==> src/rtl/mems_stage_sequencer_pkg.sv <==
// Shared types and sizing for the MEMS stage sequencer.
//   NUM_STAGES : stages per pass; stage code NUM_STAGES means "finished"
//   STAGE_W    : stage code width (NUM_STAGES <= 2**STAGE_W-1)
//   BEAT_W     : beat counter / beats_per_stage width
//   WR_LAT     : read-to-write latency in cycles (>= 1)
package mems_seq_pkg;

  localparam int unsigned NUM_STAGES = 11;
  localparam int unsigned STAGE_W    = 4;
  localparam int unsigned BEAT_W     = 8;
  localparam int unsigned WR_LAT     = 3;

  typedef logic [STAGE_W-1:0] stage_t;
  typedef logic [BEAT_W-1:0]  beat_t;

  typedef enum logic [1:0] {
    StIdle,
    StRun,
    StDrain,
    StDone
  } state_e;

endpackage

==> src/rtl/mems_stage_sequencer_if.sv <==
// Control/status bundle between the layer controller (master) and the stage sequencer (slave).
//   start, abort, beats_per_stage, stall : controller -> sequencer
//   rd_stage, rd_beat, rd_valid          : read-side beat stream
//   wr_stage, wr_valid                   : write-side replay, WR_LAT cycles behind the read side
//   busy, done                           : pass status
interface mems_stage_sequencer_if;

  logic                  start;
  logic                  abort;
  mems_seq_pkg::beat_t   beats_per_stage;
  logic                  stall;
  mems_seq_pkg::stage_t  rd_stage;
  mems_seq_pkg::beat_t   rd_beat;
  logic                  rd_valid;
  mems_seq_pkg::stage_t  wr_stage;
  logic                  wr_valid;
  logic                  busy;
  logic                  done;

  modport master (
    output start, abort, beats_per_stage, stall,
    input  rd_stage, rd_beat, rd_valid, wr_stage, wr_valid, busy, done
  );

  modport slave (
    input  start, abort, beats_per_stage, stall,
    output rd_stage, rd_beat, rd_valid, wr_stage, wr_valid, busy, done
  );

endinterface

==> src/rtl/mems_stage_delay.sv <==
// Depth-deep shift register of {valid, stage} that replays the read beat stream on the write side.
//   clk, rst   : clock, asynchronous active-high reset
//   flush      : synchronous clear of every entry (and of the held output stage)
//   in_valid   : read beat issued this cycle
//   in_stage   : stage of that beat
//   out_valid  : tail entry is valid (write beat due)
//   out_stage  : stage of the most recent valid tail entry; holds while the tail is empty
//   pending    : some valid entry will still be in the line after the coming edge
module mems_stage_delay #(
  parameter int unsigned Depth = 3,
  parameter int unsigned Width = 4
) (
  input  logic             clk,
  input  logic             rst,
  input  logic             flush,
  input  logic             in_valid,
  input  logic [Width-1:0] in_stage,
  output logic             out_valid,
  output logic [Width-1:0] out_stage,
  output logic             pending
);

  logic [Depth-1:0]            valid_q, valid_d;
  logic [Depth-1:0][Width-1:0] stage_q, stage_d;

  // Entry i loads from chain slot i; slot 0 is the incoming beat.
  logic [Depth:0]              v_chain;
  logic [Depth:0][Width-1:0]   s_chain;

  always_comb begin
    v_chain = {valid_q, in_valid};
    s_chain = {stage_q, in_stage};
    valid_d = '0;
    stage_d = '0;
    for (int i = 0; i < int'(Depth); i++) begin
      valid_d[i] = v_chain[i];
      stage_d[i] = s_chain[i];
    end
    // The tail stage only follows valid beats so wr_stage holds across gaps.
    if (!v_chain[Depth-1]) begin
      stage_d[Depth-1] = stage_q[Depth-1];
    end
    if (flush) begin
      valid_d = '0;
      stage_d = '0;
    end
  end

  always_ff @(posedge clk or posedge rst) begin
    if (rst) begin
      valid_q <= '0;
      stage_q <= '0;
    end else begin
      valid_q <= valid_d;
      stage_q <= stage_d;
    end
  end

  assign out_valid = valid_q[Depth-1];
  assign out_stage = stage_q[Depth-1];
  // Slots 0..Depth-1 of the chain are exactly what survives the next shift.
  assign pending   = |v_chain[Depth-1:0];

endmodule

==> src/rtl/mems_stage_sequencer.sv <==
// Walks the read side through stages 0..NUM_STAGES-1 (len beats each, with stalls), replays the
// stream on the write side WR_LAT cycles later, and reports busy/done. Abort returns to idle.
//   clk : clock
//   rst : asynchronous active-high reset
//   bus : mems_stage_sequencer_if.slave (start/abort/beats_per_stage/stall in; stage streams and
//         busy/done out)
module mems_stage_sequencer
  import mems_seq_pkg::*;
(
  input  logic                         clk,
  input  logic                         rst,
  mems_stage_sequencer_if.slave        bus
);

  localparam stage_t LastStage = STAGE_W'(NUM_STAGES - 1);
  localparam stage_t EndStage  = STAGE_W'(NUM_STAGES);

  state_e state_q, state_d;
  beat_t  len_q, len_d;
  stage_t rd_stage_q, rd_stage_d;
  beat_t  rd_beat_q, rd_beat_d;
  logic   rd_valid;
  logic   flush;
  logic   pending;

  always_comb begin
    state_d    = state_q;
    len_d      = len_q;
    rd_stage_d = rd_stage_q;
    rd_beat_d  = rd_beat_q;
    rd_valid   = 1'b0;
    flush      = 1'b0;

    unique case (state_q)
      StIdle: begin
        if (bus.start) begin
          state_d    = StRun;
          len_d      = (bus.beats_per_stage == '0) ? BEAT_W'(1) : bus.beats_per_stage;
          rd_stage_d = '0;
          rd_beat_d  = '0;
        end
      end
      StRun: begin
        if (!bus.stall) begin
          rd_valid = 1'b1;
          if (rd_beat_q == len_q - BEAT_W'(1)) begin
            rd_beat_d = '0;
            if (rd_stage_q == LastStage) begin
              rd_stage_d = EndStage;
              state_d    = StDrain;
            end else begin
              rd_stage_d = rd_stage_q + STAGE_W'(1);
            end
          end else begin
            rd_beat_d = rd_beat_q + BEAT_W'(1);
          end
        end
      end
      StDrain: begin
        if (!pending) begin
          state_d = StDone;
        end
      end
      StDone: begin
        // Line is already empty; flushing here zeroes the held wr_stage for idle.
        state_d    = StIdle;
        rd_stage_d = '0;
        rd_beat_d  = '0;
        flush      = 1'b1;
      end
      default: begin
        state_d = StIdle;
      end
    endcase

    // Abort wins over everything, including a start seen in idle.
    if (bus.abort) begin
      state_d    = StIdle;
      len_d      = len_q;
      rd_stage_d = '0;
      rd_beat_d  = '0;
      flush      = 1'b1;
    end
  end

  always_ff @(posedge clk or posedge rst) begin
    if (rst) begin
      state_q    <= StIdle;
      len_q      <= BEAT_W'(1);
      rd_stage_q <= '0;
      rd_beat_q  <= '0;
    end else begin
      state_q    <= state_d;
      len_q      <= len_d;
      rd_stage_q <= rd_stage_d;
      rd_beat_q  <= rd_beat_d;
    end
  end

  mems_stage_delay #(
    .Depth (WR_LAT),
    .Width (STAGE_W)
  ) u_delay (
    .clk       (clk),
    .rst       (rst),
    .flush     (flush),
    .in_valid  (rd_valid),
    .in_stage  (rd_stage_q),
    .out_valid (bus.wr_valid),
    .out_stage (bus.wr_stage),
    .pending   (pending)
  );

  assign bus.rd_stage = rd_stage_q;
  assign bus.rd_beat  = rd_beat_q;
  assign bus.rd_valid = rd_valid;
  assign bus.busy     = (state_q == StRun) || (state_q == StDrain);
  assign bus.done     = (state_q == StDone);

endmodule

==> src/flat_wrapper.sv <==
// flat-port wrapper written by rule: the top's interface ports become plain ports
module mems_stage_sequencer_flat import mems_seq_pkg::*;
  (clk, rst, bus_start, bus_abort, bus_beats_per_stage, bus_stall, bus_rd_stage, bus_rd_beat, bus_rd_valid, bus_wr_stage, bus_wr_valid, bus_busy, bus_done);
  mems_stage_sequencer_if bus_i ();
  input  logic clk;
  input  logic rst;
  input wire logic [$bits(bus_i.start)-1:0] bus_start;
  input wire logic [$bits(bus_i.abort)-1:0] bus_abort;
  input wire logic [$bits(bus_i.beats_per_stage)-1:0] bus_beats_per_stage;
  input wire logic [$bits(bus_i.stall)-1:0] bus_stall;
  output wire logic [$bits(bus_i.rd_stage)-1:0] bus_rd_stage;
  output wire logic [$bits(bus_i.rd_beat)-1:0] bus_rd_beat;
  output wire logic [$bits(bus_i.rd_valid)-1:0] bus_rd_valid;
  output wire logic [$bits(bus_i.wr_stage)-1:0] bus_wr_stage;
  output wire logic [$bits(bus_i.wr_valid)-1:0] bus_wr_valid;
  output wire logic [$bits(bus_i.busy)-1:0] bus_busy;
  output wire logic [$bits(bus_i.done)-1:0] bus_done;
  assign bus_i.start = bus_start;
  assign bus_i.abort = bus_abort;
  assign bus_i.beats_per_stage = bus_beats_per_stage;
  assign bus_i.stall = bus_stall;
  assign bus_rd_stage = bus_i.rd_stage;
  assign bus_rd_beat = bus_i.rd_beat;
  assign bus_rd_valid = bus_i.rd_valid;
  assign bus_wr_stage = bus_i.wr_stage;
  assign bus_wr_valid = bus_i.wr_valid;
  assign bus_busy = bus_i.busy;
  assign bus_done = bus_i.done;
  mems_stage_sequencer u_core (.clk(clk), .rst(rst), .bus(bus_i));
endmodule
==> config.mk <==
export PLATFORM = sky130hd
export DESIGN_NAME = mems_stage_sequencer_flat
export DESIGN_NICKNAME = d
export VERILOG_FILES = /design/src/rtl/mems_stage_sequencer_pkg.sv /design/src/rtl/mems_stage_sequencer_if.sv /design/src/rtl/mems_stage_delay.sv /design/src/rtl/mems_stage_sequencer.sv /design/src/flat_wrapper.sv
export SDC_FILE = /design/constraint.sdc
export NUM_CORES = 1
export LEC_CHECK = 0
export ABC_CLOCK_PERIOD_IN_PS = 3900
export BUFFER_PORTS_ARGS = -buffer_cell sky130_fd_sc_hd__buf_2
export CORE_ASPECT_RATIO = 0.6
export CORE_UTILIZATION = 35
export DETAILED_ROUTE_END_ITERATION = 10
export GPL_TIMING_DRIVEN = 0
export HOLD_SLACK_MARGIN = 0.02
export PLACE_DENSITY_LB_ADDON = 0.15
export SYNTH_ARGS = -nofsm -noshare
export SYNTH_HDL_FRONTEND = slang
export SYNTH_HIERARCHICAL = 1
export SYNTH_SLANG_ARGS = --single-unit
==> constraint.sdc <==
create_clock -name clk -period 3.9 [get_ports clk]
set_input_delay 0.39 -clock clk [delete_from_list [all_inputs] [get_ports clk]]
set_output_delay 0.39 -clock clk [all_outputs]
set_load 0.1 [all_outputs]
==> results.yml <==
run_status:
  status: "completed"
finish:
  fillers: 568
  syn_to_final_growth_pct: 16.8
  antenna_cells: 0
  drive_gt1_share_pct: 28.7
  num-nets-final: 251
  utilization_pct: 42.4
cts:
  clk_pin_slew_ns: 0.08
  cts_resized: 0
  ctsLongestPathBuffers: 2
  cts_setup_buffers: 0
  cts_buffers: 5
  clock-root-buffer: "clkbuf_8"
  cts.sinks: 37
  postCtsHoldBufs: 0
  htreeDepth: 2
  clock_latency_ns: 0.29
  cts_tree: "built"
grt:
  antenna_found_initial: 0
  grt_pass1_vias: 1286
  grt_start_max_net_pins: 23
  grt_pass1_wl_um: 6740
  grt_use_total_pct: 15.0
  grt.overflow.total: 0
critical_path:
  cp.required_ns: 4.06
  crit_path_start_kind: "flop"
  crit_path_end_kind: "flop"
  critPathSlowestCell: "dfstp_2"
  cpPeakStageDelay_ns: 0.59
  worst-path-max-fanout: 8
  critPathKind: "flop to flop"
  crit_chain: "inv_1 -> ha_1 -> buf_2 -> o21bai_1 -> a211oi_1 -> o21ai_1 -> a21oi_4 -> nand2_4 -> a21oi_2 -> o32ai_1"
  cp_data_arrival_time_ns: 2.66
sta:
  setup_tns_ns: 0
  period_needed_ns: 2.50
  fmax_mhz: 400
  clock-skew-final_ns: 0.00639
  finalHoldViolCount: 0
  maxSlewViolCount: 0
  post-route-period-util_pct: 64.1
  rsz0062_at_grt: "no"
  setup-violations-final: 0
  tightest_slew_ns: 0.908
  relSlewSlack_pct: 39.4
synthesis:
  syn_area_um2: 2030
  ys_ff_latch: 37
  synth_top_area_share_pct: 44.3
  syn_avg_cell_area_um2: 10.6
  syn_nets: 213
  syn_inst: 191
  synth_seq_area_share_pct: 45.6
  synth.top_cells.by_area: "dfrtp_1 (44%), ha_1 (5.5%), mux2_2 (3.9%)"
  synth_cell_type_count: 49
  yosysWarnings: 6
  synth.largest_area_cell: "dfrtp_1"
die:
  start_util_pct: 36.3
  die_area_um2: 6130
  pin_count: 33
  row_count: 21
  dieWidth_um: 100
  die_h_um: 61.0
  core_um2: 5600
pwr:
  powerDensity_nw_per_um2: 607
  leakagePower_uw: 0.00115
  ir_drop_mv: 0.529
route:
  drt_pass1_iterations: 6
  first_iter_violations: 97
  post_drt_wl_per_cell_um: 13.1
  num_vias: 1468
  postRouteAntennaNets: 0
  via_per_inst: 4.74
  wirelength_um: 4070
  drc: 0
place:
  gp_congestion: 0.800
  dp_hpwl_um: 3090
  port_buffers: 31
job:
  cap_violations: 0
hold_path:
  hp-class: "input pin to asynchronous set/reset pin"
[cells in the mapped netlist, drive strengths merged]
library cell / count
o21ai: 6
a2bb2oi: 1
o32ai: 1
o2111ai: 1
nor4: 2
a31oi: 4
clkbuf: 1
mux2i: 6
o31ai: 5
nand3b: 3
o211ai: 1
dfrtp: 36
nor3: 4
and4b: 1
or2: 2
nand2b: 5
nor2b: 11
and2: 1
xor2: 8
a211oi: 2
nand4: 3
o21bai: 2
a21o: 1
inv: 11
a31o: 1
a41oi: 1
nand2: 10
dfstp: 1
a21oi: 8
nand3: 1
or3: 2
and3: 3
xnor2: 5
nor2: 14
ha: 9
buf: 9
a221oi: 1
mux2: 7
a22oi: 1
[worst max-delay path, delay by kind of cell, from the launching register on]
kind	cells	cell delay [ns]
compound gates	6	1.24
fa+ha+maj	1	0.18
flops	1	0.59
buf+inv	2	0.24
simple gates	1	0.10
[state kept, by name, indices dropped and copies added, names as in the netlist]
name,flops
u_core/bus.rd_beat,8
u_core/len_q,8
u_core/u_delay/s_chain,8
u_core/bus.rd_stage,4
u_core/u_delay/out_stage,4
u_core/u_delay/valid_q,3
u_core/state_q,2
[cell families (layout without fill, tap and decap cells)]
family	count (synthesis)	count (layout)	synth area share, %
mux	13	13	6.83
flops	37	37	45.6
compound gates	36	36	13.4
buf+inv	21	60	5.23
simple gates	62	62	17.8
fa+ha+maj	9	9	5.54
xor+xnor	13	13	5.60
[placed cells by master (no fill, tap or decap), types with 2 or more instances in the layout]
master and count:
nor3_1 4, clkbuf_8 5, clkinv_2 2, mux2_2 7
ha_1 9, o21bai_1 2, nand4_1 3, buf_2 35
and3_1 3, or3_1 2, o31ai_1 4, nand2_1 9
buf_4 4, a31oi_1 4, inv_1 11, nand2b_1 4
mux2i_1 6, dfrtp_1 36, a21oi_1 6, o21ai_1 4
nor2_1 14, xnor2_1 5, nand3b_1 3, a211oi_1 2
nor2b_1 11, xor2_1 8, o21ai_0 2
[final cells by class]
cell class | instances | area [um2] | area share (%)
multi-input cells | 133 | 1000 | 42.1
plain buffers | 10 | 65.1 | 2.74
clock buffers | 5 | 68.8 | 2.90
repair buffers | 31 | 155 | 6.53
flip-flops and latches | 37 | 927 | 39.0
clock inverters | 3 | 17.5 | 0.738
inverters | 11 | 41.3 | 1.74
well taps | 80 | 100 | 4.21
[per-stage QoR]
step | std cells | setup slack (ns) | hold WS, ns | area [um2] | power (uW)
global placement | 302 | 1.42 | 0.441 | 2290 | 1180
floorplan | 191 | 0.939 | 0.291 | 2030 | 1060
finish | 310 | 1.40 | 0.153 | 2370 | 1440
detailed placement | 302 | 1.40 | 0.449 | 2290 | 1190
global route | 310 | 1.23 | 0.206 | 2370 | 1540
CTS | 310 | 1.40 | 0.175 | 2370 | 1450
[metal layers]
layer / track usage (%) / up-vias / share of wire [%]
met5: 0 / - / 0
met4: 4.35 / 0 / 0.29
met3: 4.54 / 2 / 4.2
met2: 18.9 / 29 / 37
met1: 23.8 / 700 / 59
li1: - / 737 / -
[worst paths after layout]
kind | endpoint | cells past startpoint | slack (ns) | start
worst max-delay path | u_core/bus.rd_stage[1] | 10 | 1.40 | u_core/len_q[0]
worst min register to register | u_core/u_delay/s_chain[9] | 1 | 0.46 | u_core/u_delay/s_chain[5]
worst min-delay path | u_core/u_delay/s_chain[10] | 2 | 0.15 | rst
worst max register to register | u_core/bus.rd_stage[1] | 10 | 1.40 | u_core/len_q[0]
max in group asynchronous | u_core/state_q[1] | 2 | 3.04 | rst
min in group clk | u_core/len_q[3] | 2 | 0.34 | bus_beats_per_stage[3]
[power by group]
group | switching, uW | total [uW] | internal [uW] | leakage (uW)
clock | 139 | 262 | 123 | 0.0000439
sequential | 94.9 | 543 | 448 | 0.000495
combinational | 420 | 636 | 217 | 0.000607
total | 653 | 1440 | 788 | 0.00115
No activity file was read; power rests on OpenSTA's default activity.
